### src/rtl/ram_sched.sv
// Arbitrates the byte-wide RAM port between fetch and MEM (MEM wins) and splits
// each access into single-byte RAM cycles, assembling reads little-endian.
module ram_sched #(
   parameter int ADDR_WIDTH = 17
) (
   input  logic        clk,
   input  logic        rst,
   input  logic        if_req_i,
   input  logic [31:0] if_addr_i,
   output logic        if_done_o,
   output logic [31:0] if_data_o,
   input  logic        mem_re_i,
   input  logic        mem_we_i,
   input  logic [31:0] mem_addr_i,
   input  logic [1:0]  mem_len_i,
   input  logic [31:0] mem_wdata_i,
   output logic        mem_done_o,
   output logic [31:0] mem_rdata_o,
   output logic [31:0] ram_addr_o,
   output logic        ram_wr_o,
   output logic [7:0]  ram_wdata_o,
   input  logic [7:0]  ram_rdata_i,
   output logic        busy_o
);

   if (ADDR_WIDTH < 1 || ADDR_WIDTH > 32) begin : g_bad_addr_width
      $error("ram_sched: ADDR_WIDTH must be 1..32");
   end

   typedef enum logic [1:0] {IDLE, RD, WR} state_t;

   state_t      state, state_nxt;
   logic [31:0] base;
   logic [31:0] wdata;
   logic [31:0] asm_q;
   logic [31:0] asm_cap;
   logic [2:0]  n;
   logic [2:0]  cnt;
   logic [2:0]  req_n;
   logic [1:0]  cnt_m1;
   logic        owner_mem;
   logic        grant;
   logic        r_nw;

   // Hold off arbitration in a done cycle so a still-held request is not re-granted.
   assign grant  = (state == IDLE) && !if_done_o && !mem_done_o &&
                   (mem_we_i || mem_re_i || if_req_i);
   assign busy_o = (state != IDLE);
   assign ram_wr_o = ~r_nw;
   assign cnt_m1 = cnt[1:0] - 2'd1;

   always_comb begin
      if (mem_we_i || mem_re_i) begin
         case (mem_len_i)
            2'd0:    req_n = 3'd1;
            2'd1:    req_n = 3'd2;
            default: req_n = 3'd4;
         endcase
      end else begin
         req_n = 3'd4;
      end
   end

   // Byte cnt-1 arrives now, one cycle after its address was driven.
   always_comb begin
      asm_cap = asm_q;
      if (cnt != 3'd0) asm_cap[{cnt_m1, 3'b000} +: 8] = ram_rdata_i;
   end

   always_ff @(posedge clk or posedge rst) begin
      if (rst) state <= IDLE;
      else     state <= state_nxt;
   end

   always_comb begin
      state_nxt   = state;
      r_nw        = 1'b1;
      ram_addr_o  = 32'd0;
      ram_wdata_o = 8'd0;
      case (state)
         IDLE: begin
            if (grant) state_nxt = mem_we_i ? WR : RD;
         end
         RD: begin
            ram_addr_o = base + 32'(cnt);
            if (cnt == n) state_nxt = IDLE;
         end
         WR: begin
            r_nw        = 1'b0;
            ram_addr_o  = base + 32'(cnt);
            ram_wdata_o = wdata[{cnt[1:0], 3'b000} +: 8];
            if (cnt == n - 3'd1) state_nxt = IDLE;
         end
         default: state_nxt = IDLE;
      endcase
   end

   always_ff @(posedge clk or posedge rst) begin
      if (rst) begin
         base        <= 32'd0;
         wdata       <= 32'd0;
         asm_q       <= 32'd0;
         n           <= 3'd0;
         cnt         <= 3'd0;
         owner_mem   <= 1'b0;
         if_done_o   <= 1'b0;
         if_data_o   <= 32'd0;
         mem_done_o  <= 1'b0;
         mem_rdata_o <= 32'd0;
      end else begin
         if_done_o  <= 1'b0;
         mem_done_o <= 1'b0;
         case (state)
            IDLE: begin
               if (grant) begin
                  owner_mem <= mem_we_i || mem_re_i;
                  base      <= (mem_we_i || mem_re_i) ? mem_addr_i : if_addr_i;
                  wdata     <= mem_wdata_i;
                  n         <= req_n;
                  cnt       <= 3'd0;
                  asm_q     <= 32'd0;
               end
            end
            RD: begin
               asm_q <= asm_cap;
               cnt   <= cnt + 3'd1;
               if (cnt == n) begin
                  if (owner_mem) begin
                     mem_rdata_o <= asm_cap;
                     mem_done_o  <= 1'b1;
                  end else begin
                     if_data_o <= asm_cap;
                     if_done_o <= 1'b1;
                  end
               end
            end
            WR: begin
               cnt <= cnt + 3'd1;
               if (cnt == n - 3'd1) mem_done_o <= 1'b1;
            end
            default: ;
         endcase
      end
   end

endmodule

### config.mk
export PLATFORM = sky130hd
export DESIGN_NAME = ram_sched
export DESIGN_NICKNAME = d
export VERILOG_FILES = /design/src/rtl/ram_sched.sv
export SDC_FILE = /design/constraint.sdc
export NUM_CORES = 1
export LEC_CHECK = 0
export ABC_AREA = 1
export CORE_ASPECT_RATIO = 0.9
export CORE_MARGIN = 4
export CORE_UTILIZATION = 45
export CTS_CLUSTER_DIAMETER = 150
export DETAILED_ROUTE_END_ITERATION = 8
export GPL_TIMING_DRIVEN = 0
export HOLD_SLACK_MARGIN = 0.03
export PLACE_DENSITY = 0.74
export SLEW_MARGIN = 20
export SYNTH_ARGS = -nofsm -noshare
export SYNTH_HDL_FRONTEND = slang
export SYNTH_SLANG_ARGS = --single-unit
### constraint.sdc
create_clock -name clk -period 9.6 [get_ports clk]
set_input_delay 0.96 -clock clk [delete_from_list [all_inputs] [get_ports clk]]
set_output_delay 0.96 -clock clk [all_outputs]
set_load 0.02 [all_outputs]
==> impl_results.md, run 1 <==
* Power Dens Cells at 343 nW/um^2
* Arr. time, crit path at 3.41 ns
* Reg2reg end: if_data_o[25]
* Postcts setup bufs at 0
* Sequential Power Share at 30.3%
* Average via count per standard cell at 5.14
* Largest net degree at the start of global routing at 105
* Synth Area in Adders at 2.07%
* Sw Pwr at 1.81 mW
* Post-DRT Antenna Nets at 0
* Most frequent cells in the layout: nand2_1, clkdlybuf4s50_1, dfrtp_1
* Hold Path Class: register to register
* Most used cell along the critical path: nand2_1
* Leak at 5.42 nW
* Setup crit end kind: output pin
* Rows at 48
* # H-tree levels at 4
* Transition time at the pin with the least slew margin at 0.601 ns
* Hold EP: wdata[4]
* Max Slew Vio Count at 0
* Max_cap viols at 0
* Largest family of logic cells by synthesized area: simple AND/OR/NAND/NOR gates
* Clk_lat worst skew at 0.43 ns
* Reg-to-reg setup timing slack at 7.39 ns
* Startpoint types: register
* Dpl hpwl at 20.3 mm
* Final Wtd Congestion at 0.954
* Synth cell types at 35
* Post-synthesis mux area share at 0%
* Peak Freq at 0.229 GHz
* Critical path type: register to output pin
* Hold_buf cts at 0
* Path depth of the worst reg2reg path at 8
* Worst reg2reg path startpoint: cnt[0]
* Area after DPL at 11300 sq um
* Initial drt markers at 565
* # diodes at 0
* Critical path peak fanout at 9
* I/O Buffers at 218
* Drt drc at 0
* Hold path depth at 2
* Drt first pass iters at 4
* Syn Area/Cell at 7.83 sq um
* Post-Synth XOR/XNOR Area at 0.497%
* Chip width at 155 um
* Starting Density at 45.8%
* Worst path cell trace: buf_6, inv_2, fa_1, inv_1, nand2_1, nand2_1, nand2_1, nor2_1, nor2_1, a211oi_1, clkdlybuf4s50_1
* Comb power frac at 52.4%
* Switching Share at 44.2%
* CTS tree: yes
* Final Routed Wirelength at 26.7 mm
* Critical path data required time at 8.64 ns
* Clock Sinks at 171
* Mapped cell area at 8810 sq um
* Ports at 219
* Fin area at 11900 sq um
* Commonest non-fill, non-tap cell in the layout: nand2_1
* Core area at 19200 sq um
* Simple-gate share of the synthesized area at 24.9%
* Number of global-route vias before repair at 8065
* NumNets Final at 1487
* Min cycle time layout at 4.37 ns
* Final setup viols at 0
* First-pass GRT wire length at 42.6 mm
* Sequential area share after synthesis at 48.6%
* Crit share post-route at 45.6%
* CTS buffer count at 17
* Outcome: finished clean
* Share of layout cells above drive strength 1 at 7.87%
* Syn Nets at 1249
* Area of the die at 21900 sq um
* Int Power at 2.29 mW
* Wire per inst at 16.5 um
* Hold wc startpoint: wdata[4]
* Clock Tree Root: clkbuf_16
* Clock power share at 17.4%
* GR Overflow Total at 0
* Area Overhead vs Synth at 35.5%
* Via count at 8340
* Slew headroom at 59.7%
* Worst Clk Skew at 0.00815 ns
* Initial antenna violation count at 2
* Setup TNS at 0 ns
* Clock buffer depth at 2
* Crit-path slowest cell: clkdlybuf4s50_1
* Unrepaired setup endpoints after global routing: false
* Max VDD drop at 0.193 mV
* Synth Area in Compound Gates at 15.5%
* Resized cells post-CTS at 0
* Clock slew at reported path FFs at 0.07 ns
* Largest stage delay on the critical path at 0.73 ns
* Chip Height at 141 um
* Yosys warns at 0
* Final Hold Vio Count at 0
* FF+latch count, synth at 171
* Post-synthesis instance total at 1124
* Gr usage total at 24.5%
## state kept, by name (all words and copies together), names as in the netlist, 2 cells and up
register	flops
cnt	3
base	32
state	2
asm_q	32
n	3
mem_rdata_o	32
if_data_o	32
wdata	32
## cells in the mapped netlist, drive strengths merged
cell	instances	area, sq um
dfrtp	171	4280
o211ai	7	52.6
nand2	343	1290
nor2	154	624
fa	1	20.0
xor2	2	17.5
nand4	1	6.26
a31oi	32	200
nor3b	2	15.0
buf	35	275
or2	2	12.5
inv	104	390
nor3	12	65.1
ha	13	163
xnor2	3	26.3
nand3b	4	30.0
nand3	28	150
a211oi	2	15.0
o21ai	100	587
a22oi	8	60.1
a21oi	49	245
o22ai	33	206
clkbuf	17	63.8
clkinv	1	8.76
## metal layers
| layer | part of all wire [%] | routed length, um | global-route usage, % | vias up |
|---|---|---|---|---|
| met1 | 44 | 11800 | 33.5 | 3883 |
| met5 | 0.097 | 26 | 0 | - |
| met3 | 7.5 | 2010 | 6.38 | 43 |
| li1 | - | - | - | 4111 |
| met4 | 2.2 | 599 | 6.96 | 4 |
| met2 | 46 | 12300 | 38.8 | 299 |
## worst max-delay path: cells and delay by family, from the launching register on
family                   cells  cell delay [ns]
AND/OR/NAND/NOR              5             0.47
flip-flops                   1             0.47
adder cells (fa/ha/maj)      1             0.45
AO/OA/AOI/OAI                1             0.49
buffers and inverters        4             1.10
## per-stage QoR
step           total power [mW]  utilization (%)  cells  hold slack [ns]  setup WS, ns
5_1_grt                    4.38             62.1   1622            0.506          4.97
3_3_place_gp               3.35             58.8   1592            0.457          1.82
3_5_place_dp               3.38             59.0   1593            0.463          5.73
2_1_floorplan              2.47                -   1124            0.444          4.01
6_report                   4.10             62.1   1622            0.479          5.23
4_1_cts                    4.11             62.1   1622            0.483          5.25
## worst max path at each step
stage | slack, ns | endpoint | startpoint | cells after the start
global route | 4.97 | ram_addr_o[6] | cnt[0] | 11
finish | 5.23 | ram_addr_o[6] | cnt[1] | 11
global placement | 1.82 | base[21] | rst | 2
CTS | 5.25 | ram_addr_o[6] | cnt[0] | 11
floorplan | 4.01 | asm_q[0] | rst | 1
detailed placement | 5.73 | ram_addr_o[6] | cnt[0] | 11
## final cells by class
cell class	count	area, sq um
multi-input combinational	796	3790
sequential	171	4280
fill	1711	7290
tap	250	313
inverter	105	407
timing repair buffer	219	2210
clock buffer	21	460
buffer	52	339
clock inverter	8	136
## power groups by stage
stage               Clock, mW  Combinational [mW]  Sequential (mW)
floorplan                   0                1.12             1.35
global placement            0                2.11             1.24
detailed placement          0                2.14             1.24
CTS                     0.722                2.15             1.24
global route            0.752                2.35             1.28
finish                  0.713                2.15             1.24
## cell families after synthesis
logic type	Yosys count
simple gates	546
compound gates	231
flops	171
buf+inv	157
fa+ha+maj	14
xor+xnor	5
(Power assumes the default switching activity.)
==> run 2, diff against run 1 <==
clock period = 4.5 ns   (was 9.6 ns; I/O delays follow)
==> impl_results.md, run 2 (synthesis results as in run 1) <==
* Chip Height at 141 um (unchanged)
* Setup TNS at 0 ns (unchanged)
* Initial drt markers at 631 (+12%)
* Chip width at 155 um (unchanged)
* CTS buffer count at 17 (unchanged)
* Area Overhead vs Synth at 35.8%
* Finished Core Util at 62.2% (+0.12 points)
* Critical path peak fanout at 9 (unchanged)
* Average via count per standard cell at 5.15 (+0.12%)
* Starting Density at 45.8% (unchanged)
* Setup crit end kind: output pin
* Clk_lat worst skew at 0.43 ns (about the same)
* Power Dens Cells at 717 nW/um^2 (+110%)
* Most frequent cells in the layout: nand2_1, clkdlybuf4s50_1, dfrtp_1
* Hold_buf cts at 0 (unchanged)
* Drt drc at 0 (unchanged)
* Final Wtd Congestion at 0.961 (+0.68%)
* Critical path data required time at 4.05 ns (-4.59 ns)
* Resized cells post-CTS at 0 (unchanged)
* GR Overflow Total at 0 (unchanged)
* Gr usage total at 23.9% (-0.58 points)
* Commonest non-fill, non-tap cell in the layout: nand2_1
* Post-DRT Antenna Nets at 0 (unchanged)
* Postcts setup bufs at 0 (unchanged)
* Area of the die at 21900 sq um (unchanged)
* CTS tree: yes
* Min cycle time layout at 3.75 ns
* I/O Buffers at 218 (unchanged)
* # H-tree levels at 4 (unchanged)
* Hold Path Class: primary input to async pin
* Rows at 48 (unchanged)
* Arr. time, crit path at 3.30 ns (-0.11 ns)
* Share of layout cells above drive strength 1 at 8.28% (+0.41 points)
* Max Slew Vio Count at 0 (unchanged)
* Dpl hpwl at 20.5 mm (+0.93%)
* Final setup viols at 0 (unchanged)
* Outcome: finished clean
* Unrepaired setup endpoints after global routing: false
* Clock buffer depth at 2 (unchanged)
* Via count at 8376 (+0.43%)
* Peak Freq at 0.267 GHz
* First-pass GRT wire length at 42.0 mm (-1.4%)
* Ports at 219 (unchanged)
* Startpoint types: register
* Max VDD drop at 0.379 mV (+97%)
* NumNets Final at 1491 (+0.27%)
* Transition time at the pin with the least slew margin at 0.588 ns (-0.0130 ns)
* Critical path type: register to output pin
* Worst Clk Skew at 0.0123 ns (+0.00418 ns)
* Max_cap viols at 0 (unchanged)
* Drt first pass iters at 5 (+1)
* Clock Tree Root: clkbuf_16
* Clock slew at reported path FFs at 0.07 ns (about the same)
* Wire per inst at 16.2 um (-1.7%)
* Largest net degree at the start of global routing at 37 (-65%)
* Number of global-route vias before repair at 8023 (-0.52%)
* Core area at 19200 sq um (unchanged)
* Clock Sinks at 171 (unchanged)
* Leak at 5.41 nW (-0.15%)
* Initial antenna violation count at 0 (-2)
* Slew headroom at 60.8% (+1.1 points)
* Crit share post-route at 83.3%
* Final Routed Wirelength at 26.3 mm (-1.4%)
* # diodes at 0 (unchanged)
* Final Hold Vio Count at 0 (unchanged)
## run 2: cell types whose count changed in the layout (fill, tap and decap cells not counted), sizes merged
cell and change:
bufinv -3, buf +4, clkinv -1, clkbuf -1, clkinvlp +6
## run 2: area by class of cell
cell class | count | area, sq um
Fill cell | 1744 | 7260
Sequential cell | 171 | 4280
Multi-Input combinational cell | 796 | 3790
Timing Repair Buffer | 223 | 2290
Clock buffer | 20 | 457
Inverter | 105 | 403
Buffer | 52 | 339
Tap cell | 250 | 313
Clock inverter | 10 | 87.6
## run 2: worst paths after layout
| path | cells after the start | slack, ns | startpoint | to |
|---|---|---|---|---|
| worst max-delay path | 11 | 0.75 | cnt[1] | ram_addr_o[6] |
| worst max register to register | 8 | 2.29 | cnt[0] | asm_q[27] |
| max in group asynchronous | 4 | 3.27 | rst | asm_q[25] |
| min in group clk | 2 | 0.48 | wdata[31] | wdata[31] |
| worst min register to register | 2 | 0.48 | wdata[31] | wdata[31] |
| worst min-delay path | 2 | 0.42 | rst | mem_rdata_o[7] |
## run 2: report_power, final
part | switching [mW] | internal [mW]
logic | 2.73 | 1.82
clock network | 0.638 | 0.740
registers | 0.477 | 2.16
total | 3.85 | 4.72
## run 2: worst max-delay path, stage by stage (launching register included)
cell and delay, ns:
dfrtp_1 0.47, buf_6 0.18, inv_2 0.09, fa_1 0.46
inv_1 0.10, nand2_1 0.06, nand2_1 0.10, nand2_1 0.10
nor2_1 0.17, nor2_1 0.06, a211oi_1 0.37, clkdlybuf4s50_1 0.72
## run 2: stage by stage
stage	total power [mW]	setup WS, ns	hold slack [ns]	cell area (sq um)	cells
floorplan	5.27	1.87	0.444	8810	1124
global placement	7.14	0.522	0.458	11300	1592
detailed placement	7.21	1.19	0.460	11400	1597
CTS	8.61	0.715	0.418	12000	1627
global route	9.20	0.513	0.440	12000	1627
finish	8.57	0.750	0.418	12000	1627
## run 2: per-layer routing
metal,part of all wire [%],vias up,track usage [%]
met5,0,-,0
met2,46,304,37.6
met3,6.9,33,5.59
met4,2.0,0,6.13
met1,45,3910,33.7
li1,-,4129,-
==> run 3, diff against run 2 <==
clock period = 3.6 ns   (was 4.5 ns; I/O delays follow)
==> impl_results.md, run 3 (synthesis results as in run 1) <==
* I/O Buffers at 218 (unchanged)
* Critical path peak fanout at 9 (unchanged)
* Hold Path Class: primary input to async pin
* Arr. time, crit path at 3.04 ns (-0.26 ns)
* Commonest non-fill, non-tap cell in the layout: nand2_1
* Startpoint types: register
* Dpl hpwl at 20.5 mm (unchanged)
* Average via count per standard cell at 5.13 (-0.26%)
* Ports at 219 (unchanged)
* Max Slew Vio Count at 0 (unchanged)
* Max_cap viols at 0 (unchanged)
* Hold_buf cts at 0 (unchanged)
* Final setup viols at 0 (unchanged)
* Final Hold Vio Count at 0 (unchanged)
* Fin area at 12000 sq um (+0.14%)
* Hold Worst Slack at 0.326 ns (-0.0916 ns)
* Final Wtd Congestion at 0.961 (unchanged)
* Chip Height at 141 um (unchanged)
* Transition time at the pin with the least slew margin at 0.577 ns (-0.0118 ns)
* Post-route met1 wirelength at 11.8 mm (-0.77%)
* Starting Density at 45.8% (unchanged)
* Chip width at 155 um (unchanged)
* Clock Tree Root: clkbuf_16
* Largest net degree at the start of global routing at 37 (unchanged)
* Most used cell along the critical path: nor2_1
* Number of global-route vias before repair at 8023 (unchanged)
* Worst path cell trace: buf_6, inv_2, fa_1, o21ai_2, nand3b_1, nor2_1, nor2_1, nor2_1, clkdlybuf4s50_1
* Clock power share at 16.1% (about the same)
* Area of the multi-input gates at 3790 sq um (unchanged)
* Fill cells at 1739 (-0.29%)
* Area of the die at 21900 sq um (unchanged)
* CTS tree: yes
* Sequential Power Share at 30.9% (about the same)
* Reg area at 4280 sq um (about the same)
* Worst Clk Skew at 0.00964 ns (-0.00269 ns)
* Placement Setup Slack at 0.385 ns (-0.810 ns)
* Critical path data required time at 3.24 ns (-0.81 ns)
* Area after DPL at 11400 sq um (unchanged)
* Core area at 19200 sq um (unchanged)
* CTS buffer count at 17 (unchanged)
* Largest stage delay on the critical path at 0.61 ns (-0.11 ns)
* Slew headroom at 61.6% (+0.78 points)
* GR Overflow Total at 0 (unchanged)
* Post-DRT Antenna Nets at 0 (unchanged)
* Drt first pass iters at 7 (+2)
* Power Dens Cells at 893 nW/um^2 (+25%)
* Clock buffer depth at 2 (unchanged)
* Unrepaired setup endpoints after global routing: false
* Final Routed Wirelength at 26.3 mm (-0.16%)
* Comb power frac at 53.0% (about the same)
* Met2 wire length at 12.0 mm (-0.17%)
* Drt drc at 0 (unchanged)
* Crit-path slowest cell: clkdlybuf4s50_1
* Area Overhead vs Synth at 36.0%
* First-pass GRT wire length at 42.0 mm (unchanged)
* Clk_lat worst skew at 0.43 ns (about the same)
* Most frequent cells in the layout: nand2_1, clkdlybuf4s50_1, dfrtp_1
* NumNets Final at 1491 (unchanged)
* Critical path type: register to output pin
* Wire per inst at 16.1 um (-0.16%)
* Sw Pwr at 4.81 mW (+25%)
* Setup crit end kind: output pin
* Switching Share at 45.0% (+0.061 points)
* Initial antenna violation count at 0 (unchanged)
* Crit share post-route at 94.6%
* Setup TNS at 0 ns (unchanged)
* Gr usage total at 23.9% (unchanged)
* Leak at 5.52 nW (+2.0%)
* Rows at 48 (unchanged)
* Inst Count DP at 1597 (unchanged)
* Share of layout cells above drive strength 1 at 8.35% (+0.073 points)
* Int Power at 5.89 mW (+25%)
* # diodes at 0 (unchanged)
* Final cell count without fillers at 1627 (unchanged)
* Met3 routed WL at 1.91 mm (+4.8%)
* # H-tree levels at 4 (unchanged)
* Outcome: finished clean
* Peak Freq at 0.294 GHz
* Initial drt markers at 705 (+12%)
* Clock slew at reported path FFs at 0.07 ns (about the same)
* Via count at 8354 (-0.26%)
* Clock Sinks at 171 (unchanged)
* DR top layer: met4
* Min cycle time layout at 3.40 ns
* Final WS setup at 0.196 ns (-0.554 ns)
* Max VDD drop at 0.462 mV (+22%)
[run 3: cell count changes in the layout (fill, tap and decap cells not counted), sizes merged]
cell and change:
dlymetal6s2s +7, dlygate4sd2 +2, clkdlybuf4s50 -9
[run 3: per-layer routing]
metal,vias to the layer above,GRT usage (%)
met4,0,6.13
met5,-,0
met1,3898,33.7
met3,30,5.59
li1,4130,-
met2,296,37.6
[run 3: critical path: cells and delay by family (launching register included)]
family	cells	cell delay (ns)
DFF	1	0.47
and+or+nand+nor	4	0.50
AOI/OAI and AO/OA	1	0.29
adders and majority gates	1	0.46
buffers and inverters	3	0.88
[run 3: worst paths after layout]
kind                       depth (start not counted)              to  slack [ns]       startpoint
max                                                9  ram_addr_o[18]        0.20           cnt[1]
min                                                2  mem_rdata_o[7]        0.33              rst
min in group clk                                   3       wdata[22]        0.46  mem_wdata_i[22]
max reg2reg                                        8       asm_q[27]        1.45           cnt[1]
max in group asynchronous                          4       asm_q[25]        2.47              rst
min reg2reg                                        2       wdata[31]        0.48        wdata[31]
[run 3: area by class of cell]
class                   count  share of cell area [%]
clock inverters            10                   0.732
well taps                 250                    2.61
flip-flops and latches    171                    35.8
plain buffers              52                    2.83
clock buffers              20                    3.81
inverters                 105                    3.37
multi-input cells         796                    31.6
repair buffers            223                    19.2
[run 3: repair_timing]
action	in CTS	in global routing
endpoints found under the setup margin	2	8
buffers inserted	0	0
hold endpoints to repair	0	0
resized for setup	2	8
[run 3: power groups by stage]
stage / Clock, mW / Combinational (mW) / Sequential [mW]
floorplan: 0 / 2.98 / 3.60
global placement: 0 / 5.62 / 3.30
detailed placement: 0 / 5.69 / 3.32
CTS: 1.74 / 5.71 / 3.30
global route: 1.82 / 6.24 / 3.41
finish: 1.72 / 5.67 / 3.30
[run 3: per-stage QoR]
| step | power (mW) | util [%] |
|---|---|---|
| after floorplan | 6.59 | - |
| after global placement | 8.92 | 58.8 |
| after detailed placement | 9.01 | 59.4 |
| after CTS | 10.7 | 62.2 |
| after global routing | 11.5 | 62.3 |
| final | 10.7 | 62.3 |
